$ cat config.mk
export PLATFORM = sky130hd
export DESIGN_NAME = spare_remap_ctrl
export DESIGN_NICKNAME = d
export VERILOG_FILES = /design/src/rtl/spare_remap_ctrl_pkg.sv /design/src/rtl/spare_cam_match.sv /design/src/rtl/spare_remap_ctrl.sv
export SDC_FILE = /design/constraint.sdc
export NUM_CORES = 1
export LEC_CHECK = 0
export CAP_MARGIN = 40
export CORE_ASPECT_RATIO = 0.6
export CORE_MARGIN = 4
export CORE_UTILIZATION = 30
export CTS_CLUSTER_DIAMETER = 120
export DETAILED_ROUTE_END_ITERATION = 8
export GPL_TIMING_DRIVEN = 1
export HOLD_SLACK_MARGIN = 0.02
export MAX_ROUTING_LAYER = met4
export PLACE_DENSITY_LB_ADDON = 0.15
export RECOVER_POWER = 50
export SLEW_MARGIN = 5
export SYNTH_ARGS = -nofsm -noshare
export SYNTH_HDL_FRONTEND = slang
export SYNTH_HIERARCHICAL = 1
export SYNTH_SLANG_ARGS = --single-unit
$ cat constraint.sdc
create_clock -name clk -period 5.47 [get_ports clk]
set_clock_uncertainty 0.2 [all_clocks]
set_input_delay 0.547 -clock clk [delete_from_list [all_inputs] [get_ports clk]]
set_output_delay 0.547 -clock clk [all_outputs]
set_load 0.05 [all_outputs]
$ cat src/rtl/spare_remap_ctrl_pkg.sv
// Shared sizing and payload types for the spare-macro remap controller.
package spare_remap_ctrl_pkg;

    localparam int unsigned NSPARE = 25;
    localparam int unsigned BANK_W = 5;
    localparam int unsigned ROW_W  = 7;
    localparam int unsigned SEL_W  = 5;
    localparam int unsigned DATA_W = 8;

    // Command presented to the spare array in the issue cycle.
    typedef struct packed {
        logic              web;
        logic [ROW_W-1:0]  addr;
        logic [DATA_W-1:0] data;
    } spare_cmd_t;

endpackage

$ cat src/rtl/spare_cam_match.sv
// Parallel bank compare over the remap table with lowest-index priority,
// plus duplicate detection for an incoming fault report.
module spare_cam_match #(
    parameter int unsigned NSPARE = 25,
    parameter int unsigned BANK_W = 5,
    parameter int unsigned SEL_W  = 5
) (
    input  logic [NSPARE-1:0]             entry_valid,
    input  logic [NSPARE-1:0][BANK_W-1:0] entry_bank,
    input  logic [BANK_W-1:0]             lookup_bank,
    input  logic [BANK_W-1:0]             fault_bank,
    output logic                          hit_c,
    output logic [SEL_W-1:0]              hit_idx_c,
    output logic                          dup_c
);

    // Walk from the top index down so the lowest match is the last assignment.
    always_comb begin
        hit_c     = 1'b0;
        hit_idx_c = '0;
        dup_c     = 1'b0;
        for (int i = int'(NSPARE) - 1; i >= 0; i--) begin
            if (entry_valid[i] && (entry_bank[i] == lookup_bank)) begin
                hit_c     = 1'b1;
                hit_idx_c = SEL_W'(i);
            end
            if (entry_valid[i] && (entry_bank[i] == fault_bank)) begin
                dup_c = 1'b1;
            end
        end
    end

endmodule

$ cat src/rtl/spare_remap_ctrl.sv
// Redirects accesses to faulty main-memory banks onto spare 128x8 macros,
// allocating spares in order as the BIST reports faults.
module spare_remap_ctrl #(
    parameter int unsigned NSPARE = spare_remap_ctrl_pkg::NSPARE,
    parameter int unsigned BANK_W = spare_remap_ctrl_pkg::BANK_W
) (
    input  logic                                      clk,
    input  logic                                      rstn,
    input  logic                                      fault_valid,
    input  logic [BANK_W-1:0]                         fault_bank,
    input  logic                                      tbl_clr,
    input  logic                                      req_valid,
    input  logic                                      req_web,
    input  logic [BANK_W+spare_remap_ctrl_pkg::ROW_W-1:0] req_addr,
    input  logic [spare_remap_ctrl_pkg::DATA_W-1:0]   req_wdata,
    output logic [spare_remap_ctrl_pkg::ROW_W-1:0]    mem_addr,
    output logic                                      mem_ce,
    output logic                                      mem_web,
    output logic [NSPARE-1:0]                         mem_csb,
    output logic [NSPARE-1:0]                         mem_oeb,
    output logic [spare_remap_ctrl_pkg::DATA_W-1:0]   mem_idata,
    output logic [spare_remap_ctrl_pkg::SEL_W-1:0]    mem_odata_select,
    output logic                                      remap_hit,
    output logic                                      rd_valid,
    output logic                                      full,
    output logic                                      overflow,
    output logic [spare_remap_ctrl_pkg::SEL_W-1:0]    used_cnt
);

    import spare_remap_ctrl_pkg::*;

    logic [NSPARE-1:0]             entry_valid;
    logic [NSPARE-1:0][BANK_W-1:0] entry_bank;
    logic [SEL_W-1:0]              cnt_q;
    logic                          ovf_q;
    logic                          hit_c;
    logic                          dup_c;
    logic [SEL_W-1:0]              hit_idx_c;
    logic                          full_c;
    logic                          issue_c;
    spare_cmd_t                    cmd_q;
    logic                          rd_q;
    logic [SEL_W-1:0]              rd_idx_q;

    assign full_c  = (cnt_q == SEL_W'(NSPARE));
    assign issue_c = req_valid && hit_c;

    spare_cam_match #(
        .NSPARE (NSPARE),
        .BANK_W (BANK_W),
        .SEL_W  (SEL_W)
    ) u_cam (
        .entry_valid (entry_valid),
        .entry_bank  (entry_bank),
        .lookup_bank (req_addr[BANK_W+ROW_W-1:ROW_W]),
        .fault_bank  (fault_bank),
        .hit_c       (hit_c),
        .hit_idx_c   (hit_idx_c),
        .dup_c       (dup_c)
    );

    // Remap table: clear wins over a fault; new banks fill the next free slot.
    always_ff @(posedge clk or negedge rstn) begin
        if (!rstn) begin
            entry_valid <= '0;
            entry_bank  <= '0;
            cnt_q       <= '0;
            ovf_q       <= 1'b0;
        end else if (tbl_clr) begin
            entry_valid <= '0;
            cnt_q       <= '0;
            ovf_q       <= 1'b0;
        end else if (fault_valid && !dup_c) begin
            if (full_c) begin
                ovf_q <= 1'b1;
            end else begin
                for (int i = 0; i < int'(NSPARE); i++) begin
                    if (SEL_W'(i) == cnt_q) begin
                        entry_valid[i] <= 1'b1;
                        entry_bank[i]  <= fault_bank;
                    end
                end
                cnt_q <= cnt_q + SEL_W'(1);
            end
        end
    end

    // Issue stage: one registered cycle from request to spare-array strobe.
    always_ff @(posedge clk or negedge rstn) begin
        if (!rstn) begin
            mem_ce    <= 1'b0;
            mem_csb   <= '1;
            cmd_q     <= '{web: 1'b1, addr: '0, data: '0};
            remap_hit <= 1'b0;
            rd_q      <= 1'b0;
            rd_idx_q  <= '0;
        end else begin
            mem_ce    <= issue_c;
            remap_hit <= issue_c;
            rd_q      <= issue_c && req_web;
            if (issue_c) begin
                mem_csb  <= ~(NSPARE'(1) << hit_idx_c);
                cmd_q    <= '{web: req_web, addr: req_addr[ROW_W-1:0], data: req_wdata};
                rd_idx_q <= hit_idx_c;
            end else begin
                mem_csb   <= '1;
                cmd_q.web <= 1'b1;
            end
        end
    end

    // Read-data stage: output enable and mux select follow a read issue by one cycle.
    always_ff @(posedge clk or negedge rstn) begin
        if (!rstn) begin
            rd_valid         <= 1'b0;
            mem_oeb          <= '1;
            mem_odata_select <= '0;
        end else begin
            rd_valid <= rd_q;
            if (rd_q) begin
                mem_oeb          <= ~(NSPARE'(1) << rd_idx_q);
                mem_odata_select <= rd_idx_q;
            end else begin
                mem_oeb <= '1;
            end
        end
    end

    assign mem_web   = cmd_q.web;
    assign mem_addr  = cmd_q.addr;
    assign mem_idata = cmd_q.data;
    assign full      = full_c;
    assign overflow  = ovf_q;
    assign used_cnt  = cnt_q;

endmodule
-- Yosys cells after proc, flatten, opt, wreduce, memory -nomap -nowiden
Cells that the tools add are included.
- logic and storage cells: 391
- bits in registers: 235
- mux-type cells: 112
- $add $sub $neg: 1
- equality and inequality tests: 76
- shift operators: 2
- bitwise gates (word level): 4
- reductions and logical operators: 134
- operators with widths (kind ; number):
    $eq A5 B5 Y1 ; 50
    $mux W5 ; 28
    $mux W25 ; 5
    $reduce_and A4 Y1 ; 25
    $mux W1 ; 79
    $reduce_and A3 Y1 ; 25
    $reduce_bool A2 Y1 ; 27
    $logic_and A1 B1 Y1 ; 53
    $not A25 Y25 ; 2
    $shl A1 B5 Y25 const A ; 2
    $eq A5 B5 Y1 const A ; 9
    $eq A4 B5 Y1 const A ; 8
    $eq A3 B5 Y1 const A ; 4
    $eq A2 B5 Y1 const A ; 2
    $add A5 B1 Y5 const B ; 1
    $eq A1 B5 Y1 const A ; 1
    $eq A5 B5 Y1 const B ; 1
    $logic_not A5 Y1 ; 1
    $reduce_and A2 Y1 ; 2
    $ne A2 B2 Y1 const B ; 1
    $not A1 Y1 ; 2
    $logic_not A1 Y1 ; 1

-- Longest topological paths before layout
Gate-level depths: netlist of run 1.
- depth in word-level cells: 31
- mapped depth: 13
- gate-level depth less buffers: 10

-- Cells and area by module
The synthesis of run 1 kept the hierarchy.
- by module, submodules not included (module ; sequential area each (um^2) ; times used ; cells each ; area each (um^2)):
    spare_remap_ctrl ; 5944.5 ; 1 ; 618 ; 8842.2
    spare_cam_match ; 0.0 ; 1 ; 439 ; 3420.8

-- Worst setup path after synthesis of run 1
OpenSTA, ideal clock, no wires.
- path type: input port to flip-flop
- start: input fault_bank[2]
- end: register entry_bank[95] (netlist name)
- arrival time: 3098 ps
- setup slack: 2047 ps
- buffers on the path: 5
- data required time: 5145 ps
- stages: 13
- path through: buf_2 buf_2 buf_2 xnor2_1 nand3_1 nand4_1 nor4_1 nand4_1 and3b_1 buf_2 and3_1 clkbuf_1 mux2_2
- longest elaborated chain between the ends: 30
- elaborated cells on any way between the ends: 78
- those cells by class: eq/ne: 25; mux: 25; reduce/logical: 28
- RTL lines (what ; line ; source):
    start, declared ; spare_remap_ctrl.sv:10 ; input logic [BANK_W-1:0] fault_bank,
    $eq A5 B5 Y1 ; spare_cam_match.sv:27 ; if (entry_valid[i] && (entry_bank[i] == fault_bank)) begin
    $logic_and A1 B1 Y1 ; spare_cam_match.sv:27 ;
    $mux W1 (24 in a row) ; spare_cam_match.sv:27 ;
    $mux W1 * ; spare_cam_match.sv:27 ;
    net dup_c ; spare_remap_ctrl.sv:37 ; logic dup_c;
    $logic_not A1 Y1 * ; spare_remap_ctrl.sv:73 ; end else if (fault_valid && !dup_c) begin
    $logic_and A1 B1 Y1 * ; spare_remap_ctrl.sv:73 ;
    $reduce_and A4 Y1 (no line) * ; n/a ;
    end signal, assigned by index ; spare_remap_ctrl.sv:80 ; entry_bank[i] <= fault_bank;
    end, declared ; spare_remap_ctrl.sv:33 ; logic [NSPARE-1:0][BANK_W-1:0] entry_bank;
The timed path passes the listed nets; every way through them passes the cells marked *.
A chain may end at the register's enable or synchronous reset.

==> results of run 1 <==
## power groups by stage
stage / Combinational, uW / Clock [uW] / Sequential [uW]
final: 793 / 1970 / 1990
after global routing: 852 / 2100 / 2010
after CTS: 811 / 2030 / 1990
after detailed placement: 806 / 0 / 2020
after global placement: 807 / 0 / 2020
after floorplan: 380 / 0 / 2160
## layer usage
layer,routed length [um],vias up
met5,0,-
met2,14700,137
met4,515,0
met3,1940,36
met1,19000,4271
li1,-,3886
## worst paths after layout
kind	to	cells past startpoint	start	slack (ns)
worst max-delay path	entry_bank[71]	3	rstn	1.61
worst min-delay path	mem_addr[6]	1	mem_addr[6]	0.30
worst max register to register	entry_bank[52]	11	entry_bank[59]	2.02
worst min register to register	mem_addr[6]	1	mem_addr[6]	0.30
max in group clk	full	5	used_cnt[1]	1.72
min in group asynchronous	entry_bank[105]	2	rstn	1.36
## metrics by stage
step                      setup slack [ns]  cells  hold WS, ns  cell area (sq um)
after floorplan                       2.05   1057       0.0514              12300
after global placement                1.22   1679        0.288              14000
after detailed placement              1.22   1680        0.291              14000
after CTS                             1.71   1731        0.293              15000
after global routing                  1.03   1731        0.309              15000
final                                 1.61   1731        0.300              15000
## cells by family (layout without fill, tap and decap cells)
group / count (synthesis) / count (layout) / share of synthesized area [%]
simple gates: 274 / 274 / 12.4
mux: 149 / 149 / 13.7
fa+ha+maj: 5 / 5 / 0.510
buf+inv: 91 / 234 / 4.18
xor+xnor: 250 / 250 / 17.9
compound gates: 53 / 53 / 2.90
flops: 235 / 235 / 48.5
## worst register-to-register path, stage by stage, from the launching register on
cell,delay (ns)
dfrtp_1,0.41
xor2_1,0.18
nor4_1,0.07
nand3_1,0.11
nand4_1,0.28
nor4_1,0.32
buf_4,0.18
nand4_1,0.23
nor4b_4,0.47
buf_4,0.21
nand3_1,0.28
mux2_2,0.39
## registers in the layout, summed over array words and instances, names as in the netlist
signal            count
overflow              1
mem_web               1
used_cnt              5
rd_valid              1
mem_idata             8
mem_odata_select      5
mem_addr              7
rd_q                  1
mem_csb              25
entry_valid          25
remap_hit             1
mem_oeb              25
rd_idx_q              5
entry_bank          125
## cell usage in the layout (no fill, tap or decap), types with 3 or more instances in the layout
cell type	instances
nor4_1	51
clkbuf_1	4
a21oi_1	5
and4_1	4
clkbuf_16	30
and2_1	3
dfstp_2	51
ha_1	5
dlygate4sd3_1	10
inv_4	3
xnor2_1	52
nor2b_1	9
buf_12	6
xor2_1	198
o21ai_0	17
and3_1	31
buf_2	10
nand4_1	17
nor3_1	9
dfrtp_1	184
nand2_1	61
bufinv_16	3
nand3_1	34
buf_4	39
a31oi_1	9
a21o_1	6
nor4_2	3
clkdlybuf4s50_1	91
nor2_1	29
nand2b_1	5
mux2_2	149
inv_1	26
nor3b_1	5
## final cells by class
cell class | count | area [sq um] | share of cell area (%)
clock buffer | 35 | 790 | 5.27
inverter | 26 | 97.6 | 0.652
multi-input combinational | 731 | 5810 | 38.8
sequential | 235 | 5940 | 39.7
timing repair buffer | 158 | 1490 | 9.97
clock inverter | 15 | 180 | 1.20
tap | 531 | 664 | 4.44
## timing repair
action | 4_1_cts | 5_1_grt
hold buffers | 1 | 0
endpoints found under the setup margin | 0 | 0
endpoints found under the hold margin | 48 | 0
==> impl_metrics.tcl, run 1 <==
set metrics [dict create \
    status "complete, but fails checks" \
    violations "capacitance limit, slew limit" \
    path_delay_family "buffers and inverters" \
    io_pins 112 \
    finalSetupViolations 0 \
    grt_use_met1_pct 25.6 \
    grt_busiest_layer "met1" \
    synthArstFlopShare_pct 100 \
    ctsResizeCount 0 \
    yosysWarnings 6 \
    fill_cells 3936 \
    nets 1215 \
    core_sq_um 40400 \
    route.antenna.remaining_nets 0 \
    portBuffers 111 \
    antenna_found_initial 0 \
    die_y_um 165 \
    post_cts_buffers 0 \
    avgSynthCellArea_sq_um 11.6 \
    ctsHtreeMaxLevel 1 \
    p_leak_uw 0.00699 \
    slew_violations 50 \
    crit_fanout 53 \
    peakVddDrop_mv 0.151 \
    wl_per_cell_um 20.9 \
    grt_max_degree 135 \
    hold_viol 0 \
    grt_use_met3_pct 4.38 \
    critPathBufInv 3 \
    start_util_pct 30.3 \
    maxSlewHeadroom_pct -106 \
    layout-drive-gt1-share_pct 25.9 \
    synth_edf_count 0 \
    clock_sinks 235 \
    seq_area_frac_synth_pct 48.5 \
    row_count 57 \
    path_cells "dlygate4sd3_1 > clkbuf_1 > buf_4" \
    yosysUniqueCellTypes 55 \
    p_switching_uw 1380 \
    gp_congestion 0.841 \
    grt_use_total_pct 16.8 \
    clk_latency_ns 0.55 \
    syn-num-nets 1093 \
    dieArea_sq_um 44300 \
    max_cap_viol_count 1 \
    hpwl_um 25000 \
    routed_wl_um 36100 \
    first_pass_iters 5 \
    min_period_ns 3.86 \
    grt_pass1_wl_um 55400 \
    p_per_area_nw_per_um2 317 \
    antenna-diode-count 0 \
    grt_pass1_vias 8607 \
    p_seq_share_pct 41.9 \
    cts_buffers 27 \
    synth_seq_cells 235 \
    syn_to_final_growth_pct 22.1 \
    gr-total-overflow 0 \
    rsz0062_at_grt "false" \
    fmax_mhz 259 \
    worstHoldPathType "reg -> reg" \
    p_sw_share_pct 29.0 \
    start_kind "primary input" \
    crit_type "in -> async" \
    die_w_um 269 \
    fin_tns_setup_ns 0 \
    root_buffer "clkbuf_16" \
    yosys-top-cells-area "dfrtp_1, xor2_1, mux2_2" \
    via_per_inst 4.81 \
    p_int_uw 3370 \
    p_comb_share_pct 16.7 \
    use_met2_pct 22.6 \
    required_ns 5.86 \
    clk_pin_slew_ns 0.06 \
    power_uw 4750 \
    drcViolationCount 0 \
    p_clk_share_pct 41.4 \
    fin_util_pct 37.0 \
    worstMarginPinSlew_ns 3.10 \
    yosys.area.top_type_share_pct 37.5 \
    timing.critical_path.to_type "asynchronous set/reset pin" \
    vias 8330 \
    syn_inst 1057 \
    drt-initial-drc-count 555 \
    slowest_delay_ns 2.16 \
    yosysMostFrequentCell "xor2_1" \
    synth_area_sq_um 12300 \
    synth_top_cell_by_area "dfrtp_1" \
    fin_crit_sh_pct 70.7 \
    cpMaxStageDelayCell "clkbuf_1" \
    clockBufferDepth 3 \
    synth_commonest_cells "xor2_1, dfrtp_1, mux2_2" \
    cp_data_arrival_time_ns 4.26 \
    ys.flop_type "dfrtp_1" \
    cts_tree "built" \
]
No activity file was read; power rests on OpenSTA's default activity.
==> run 2: changes to the inputs <==
==> constraint.sdc (replaced) <==
create_clock -name clk -period 3.8 [get_ports clk]
set_clock_uncertainty 0.2 [all_clocks]
set_input_delay 0.38 -clock clk [delete_from_list [all_inputs] [get_ports clk]]
set_output_delay 0.38 -clock clk [all_outputs]
set_load 0.05 [all_outputs]
==> run 2 against run 1 <==
The flow still finishes with violations (capacitance limit, slew limit). Combinational power grew 50%. Clock power grew 39%. Hold slack lost 0.13 ns. Sequential share of layout area shrank 0.88 points. Count of clock-buffer cells in the layout shrank 2. Largest cell class unchanged. Largest power group unchanged. Die area is the same. Routed wire length grew 2.2%. Critical path depth grew 2.
==> impl_metrics.tcl, run 2 (synthesized netlist as in run 1, its figures left out) <==
set metrics [dict create \
    status "complete, but fails checks" \
    violations "capacitance limit, slew limit" \
    first_pass_iters 5 \
    post_cts_buffers 0 \
    finalSetupViolations 0 \
    hold_viol 0 \
    clk_latency_ns 0.55 \
    dp_cells 1719 \
    grt_pass1_wl_um 56800 \
    p_leak_uw 0.00722 \
    cts_buffers 26 \
    timing.critical_path.to_type "output pin" \
    p_switching_uw 1990 \
    portBuffers 111 \
    largest_reg_flops 125 \
    final_common_cell "xor2_1" \
    p_int_uw 4800 \
    final_cells 1768 \
    hpwl_um 26800 \
    gr-total-overflow 0 \
    ctsHtreeMaxLevel 1 \
    core_sq_um 40400 \
    cp_data_arrival_time_ns 2.99 \
    max_cap_viol_count 1 \
    routed_wl_um 37000 \
    layout-drive-gt1-share_pct 28.4 \
    grt_use_total_pct 17.3 \
    die_w_um 269 \
    dieArea_sq_um 44300 \
    required_ns 3.22 \
    nets 1253 \
    fmax_mhz 280 \
    vias 8446 \
    p_comb_share_pct 17.5 \
    antenna-diode-count 0 \
    whs_ns 0.169 \
    crit_type "reg -> out" \
    top_register "entry_bank" \
    rsz0062_at_grt "false" \
    fin_crit_sh_pct 93.9 \
    die_y_um 165 \
    mostFrequentLayoutCells "xor2_1, dfrtp_1, mux2_2" \
    clockBufferDepth 3 \
    p_sw_share_pct 29.3 \
    crit_fanout 10 \
    min_period_ns 3.57 \
    drt-initial-drc-count 598 \
    worstHoldPathType "in -> reg" \
    grt_pass1_vias 8509 \
    root_buffer "clkbuf_16" \
    r2r_setup_slack_ns 0.34 \
    io_pins 112 \
    p_per_area_nw_per_um2 444 \
    start_util_pct 30.3 \
    p_clk_share_pct 40.3 \
    drcViolationCount 0 \
    syn_to_final_growth_pct 24.9 \
    route.antenna.remaining_nets 0 \
    clk_pin_slew_ns 0.07 \
    via_per_inst 4.78 \
    start_kind "register" \
    wl_per_cell_um 20.9 \
    grt_max_degree 82 \
    peakVddDrop_mv 0.365 \
    antenna_found_initial 0 \
    row_count 57 \
    worstMarginPinSlew_ns 2.35 \
    clock_sinks 235 \
    maxSlewHeadroom_pct -56.4 \
    p_seq_share_pct 42.2 \
    cts_tree "built" \
    gp_congestion 0.824 \
    slew_violations 81 \
]
[run 2: cell types whose count changed in the layout (fill, tap and decap cells not counted), moves of 2 or more]
| cell | change |
|---|---|
| clkbuf_16 | -2 |
| clkinv_2 | +3 |
| clkbuf_1 | -2 |
| buf_4 | +29 |
| inv_4 | +2 |
| clkbuf_2 | +2 |
| inv_6 | -2 |
| buf_12 | +9 |
[run 2: critical path, stage by stage, from the launching register on]
cell and delay, ns:
dfrtp_1 0.45, inv_1 0.13, ha_1 0.50, nand4b_1 0.41, inv_1 0.14, clkdlybuf4s50_1 0.81
[run 2: path summary, 6_finish.rpt]
check	start	cells past startpoint	to
setup / recovery	used_cnt[1]	5	full
hold / removal	fault_bank[2]	3	entry_bank[97]
setup reg to reg	entry_bank[33]	11	entry_bank[73]
hold reg to reg	mem_idata[0]	1	mem_idata[0]
max in group asynchronous	rstn	3	entry_bank[118]
min in group asynchronous	rstn	2	entry_bank[108]
[run 2: layout make-up]
cell class	instances	area (sq um)
Clock buffer	33	749
Fill cell	3959	25100
Sequential cell	235	5940
Clock inverter	15	163
Multi-Input combinational cell	731	5810
Inverter	26	97.6
Tap cell	531	664
Timing Repair Buffer	197	1890
[run 2: repair_timing]
item / in CTS / in global routing
hold buffers: 1 / 0
gates resized for setup: 0 / 0
setup endpoints to repair: 0 / 0
endpoints found under the hold margin: 78 / 0
[run 2: metrics by stage]
stage / setup TNS [ns] / cell area [sq um] / setup WS, ns / total power (uW) / utilization (%)
final: 0 / 15300 / 0.234 / 6790 / 37.9
after global routing: 0 / 15300 / 0.0312 / 7100 / 37.9
after CTS: 0 / 15300 / 0.214 / 6900 / 37.9
after detailed placement: -4.95 / 14400 / -0.157 / 4120 / 35.7
after global placement: -13.79 / 14400 / -0.243 / 4120 / 35.7
after floorplan: 0 / 12300 / 0.544 / 3660 / -
[run 2: metal layers]
layer | track usage, % | up-vias | share of wire, %
met5 | - | - | 0
met4 | 2.23 | 0 | 1.0
met3 | 2.90 | 26 | 3.9
met2 | 22.6 | 119 | 40
met1 | 28.1 | 4342 | 56
li1 | - | 3959 | -
[run 2: power by group through the flow]
stage	Combinational (uW)	Clock, uW	Sequential [uW]
detailed placement	1200	0	2910
floorplan	547	0	3110
global route	1270	2940	2890
finish	1190	2740	2870
CTS	1210	2830	2870
global placement	1210	0	2910
==> run 3: changes to the inputs <==
--- a/config.mk
+++ b/config.mk
@@ -13,7 +13,6 @@
 export DETAILED_ROUTE_END_ITERATION = 8
 export GPL_TIMING_DRIVEN = 1
 export HOLD_SLACK_MARGIN = 0.02
-export MAX_ROUTING_LAYER = met4
 export PLACE_DENSITY_LB_ADDON = 0.15
 export RECOVER_POWER = 50
 export SLEW_MARGIN = 5
==> run 3 against run 2 <==
Final cell count unchanged. Non-clock buffer count unchanged. Via count increased by 0.39%. Sequential power about the same. Sequential cell count unchanged. Register-to-register slack improved by 0.02 ns. Core utilization unchanged. The run still ends with capacitance limit, slew limit left. Largest power group unchanged. Critical endpoint unchanged. Die area unchanged. Count of clock-buffer cells in the layout unchanged.
==> impl_metrics.tcl, run 3 (synthesized netlist as in run 1, its figures left out) <==
set metrics [dict create \
    route.antenna.remaining_nets 0 \
    timing.rr.end "entry_bank[73]" \
    slew_violations 81 \
    layout-drive-gt1-share_pct 28.4 \
    cts_tree "built" \
    ctsHtreeMaxLevel 1 \
    die_w_um 269 \
    maxSlewHeadroom_pct -56.5 \
    top_register "entry_bank" \
    hold_viol 0 \
    crit_type "reg -> out" \
    worstSetupStartpoint "used_cnt[1]" \
    holdPathStages 3 \
    grt_use_total_pct 16.9 \
    antenna_found_initial 0 \
    post_cts_buffers 0 \
    fill_cells 3959 \
    timing.critical_path.to_type "output pin" \
    drt-initial-drc-count 586 \
    clk_latency_ns 0.55 \
    status "complete, but fails checks" \
    worstMarginPinSlew_ns 2.35 \
    grt_pass1_vias 8516 \
    power_uw 6790 \
    required_ns 3.22 \
    timing.rr.start "entry_bank[80]" \
    grt_max_degree 82 \
    r2r_setup_slack_ns 0.36 \
    fin_crit_sh_pct 93.7 \
    clock_sinks 235 \
    place_ws_ns -0.157 \
    drcViolationCount 0 \
    mostFrequentLayoutCells "xor2_1, dfrtp_1, mux2_2" \
    core_sq_um 40400 \
    worstHoldPathType "in -> reg" \
    nets 1253 \
    hold_path_end "entry_bank[72]" \
    first_pass_iters 6 \
    regArea_sq_um 5940 \
    rsz0062_at_grt "false" \
    syn_to_final_growth_pct 24.9 \
    via_per_inst 4.80 \
    violations "capacitance limit, slew limit" \
    start_util_pct 30.3 \
    hpwl_um 26800 \
    peakVddDrop_mv 0.366 \
    largest_reg_flops 125 \
    clockBufferDepth 3 \
    vias 8479 \
    grt_pass1_wl_um 56700 \
    dieArea_sq_um 44300 \
    timing.final.ws_setup_ns 0.239 \
    fmax_mhz 281 \
    wl_per_cell_um 20.9 \
    max_cap_viol_count 1 \
    multi_input_area_sq_um 5810 \
    cts_buffers 26 \
    clk_pin_slew_ns 0.07 \
    routed_wl_um 37000 \
    p_per_area_nw_per_um2 443 \
    cp_data_arrival_time_ns 2.98 \
    crit_fanout 10 \
    min_period_ns 3.56 \
    reg2regPathDepth 11 \
    root_buffer "clkbuf_16" \
    gp_congestion 0.812 \
    p_leak_uw 0.00722 \
    portBuffers 111 \
    row_count 57 \
    io_pins 112 \
    gr-total-overflow 0 \
    hold_start "fault_bank[2]" \
    finalSetupViolations 0 \
    die_y_um 165 \
    start_kind "register" \
    antenna-diode-count 0 \
    final_common_cell "xor2_1" \
]
-- run 3: cell counts in the layout (fill, tap and decap cells not counted) --
No cell type changed its count.
-- run 3: final cells by class --
class / instances / area share, %
Sequential cell: 235 / 38.8
Tap cell: 531 / 4.34
Multi-Input combinational cell: 731 / 37.9
Clock inverter: 15 / 1.06
Clock buffer: 33 / 4.89
Timing Repair Buffer: 197 / 12.3
Inverter: 26 / 0.637
-- run 3: worst max path at each step --
stage,to,slack (ns),cells past startpoint
3_5_place_dp,entry_bank[50],-0.16,15
4_1_cts,full,0.21,5
6_report,full,0.24,5
3_3_place_gp,entry_bank[72],-0.24,13
5_1_grt,entry_bank[51],0.03,13
2_1_floorplan,entry_bank[95],0.54,13
-- run 3: power breakdown --
group / internal [uW] / leakage (uW) / total [uW] / switching, uW
Clock: 1610 / 0.000458 / 2740 / 1130
Sequential: 2690 / 0.00305 / 2870 / 175
Combinational: 501 / 0.00371 / 1190 / 685
Total: 4800 / 0.00722 / 6790 / 1990
-- run 3: through the flow --
step	utilization [%]	hold WS [ns]	area (sq um)	TNS (ns)	cells
3_5_place_dp	35.7	0.246	14400	-4.95	1719
4_1_cts	37.9	0.139	15300	0	1768
6_report	37.9	0.166	15300	0	1768
5_1_grt	37.9	0.163	15300	0	1768
3_3_place_gp	35.7	0.253	14400	-13.79	1719
2_1_floorplan	-	-0.116	12300	0	1057
-- run 3: worst max-delay path, stage by stage (launching register included) --
cell,delay (ns)
dfrtp_1,0.46
inv_1,0.13
ha_1,0.49
nand4b_1,0.41
inv_1,0.14
clkdlybuf4s50_1,0.81
-- run 3: routing by layer --
metal | GRT usage, % | vias to the layer above | routed length, um | part of all wire (%)
li1 | - | 3963 | - | -
met1 | 28.1 | 4353 | 20400 | 55
met2 | 22.6 | 137 | 14500 | 39
met3 | 2.90 | 26 | 1630 | 4.4
met4 | 2.23 | 0 | 382 | 1.0
met5 | 0 | - | 0 | 0
-- run 3: what timing repair did --
| action | CTS | global route |
|---|---|---|
| hold endpoints to repair | 78 | 0 |
| resized for setup | 0 | 0 |
| hold buffers | 1 | 0 |
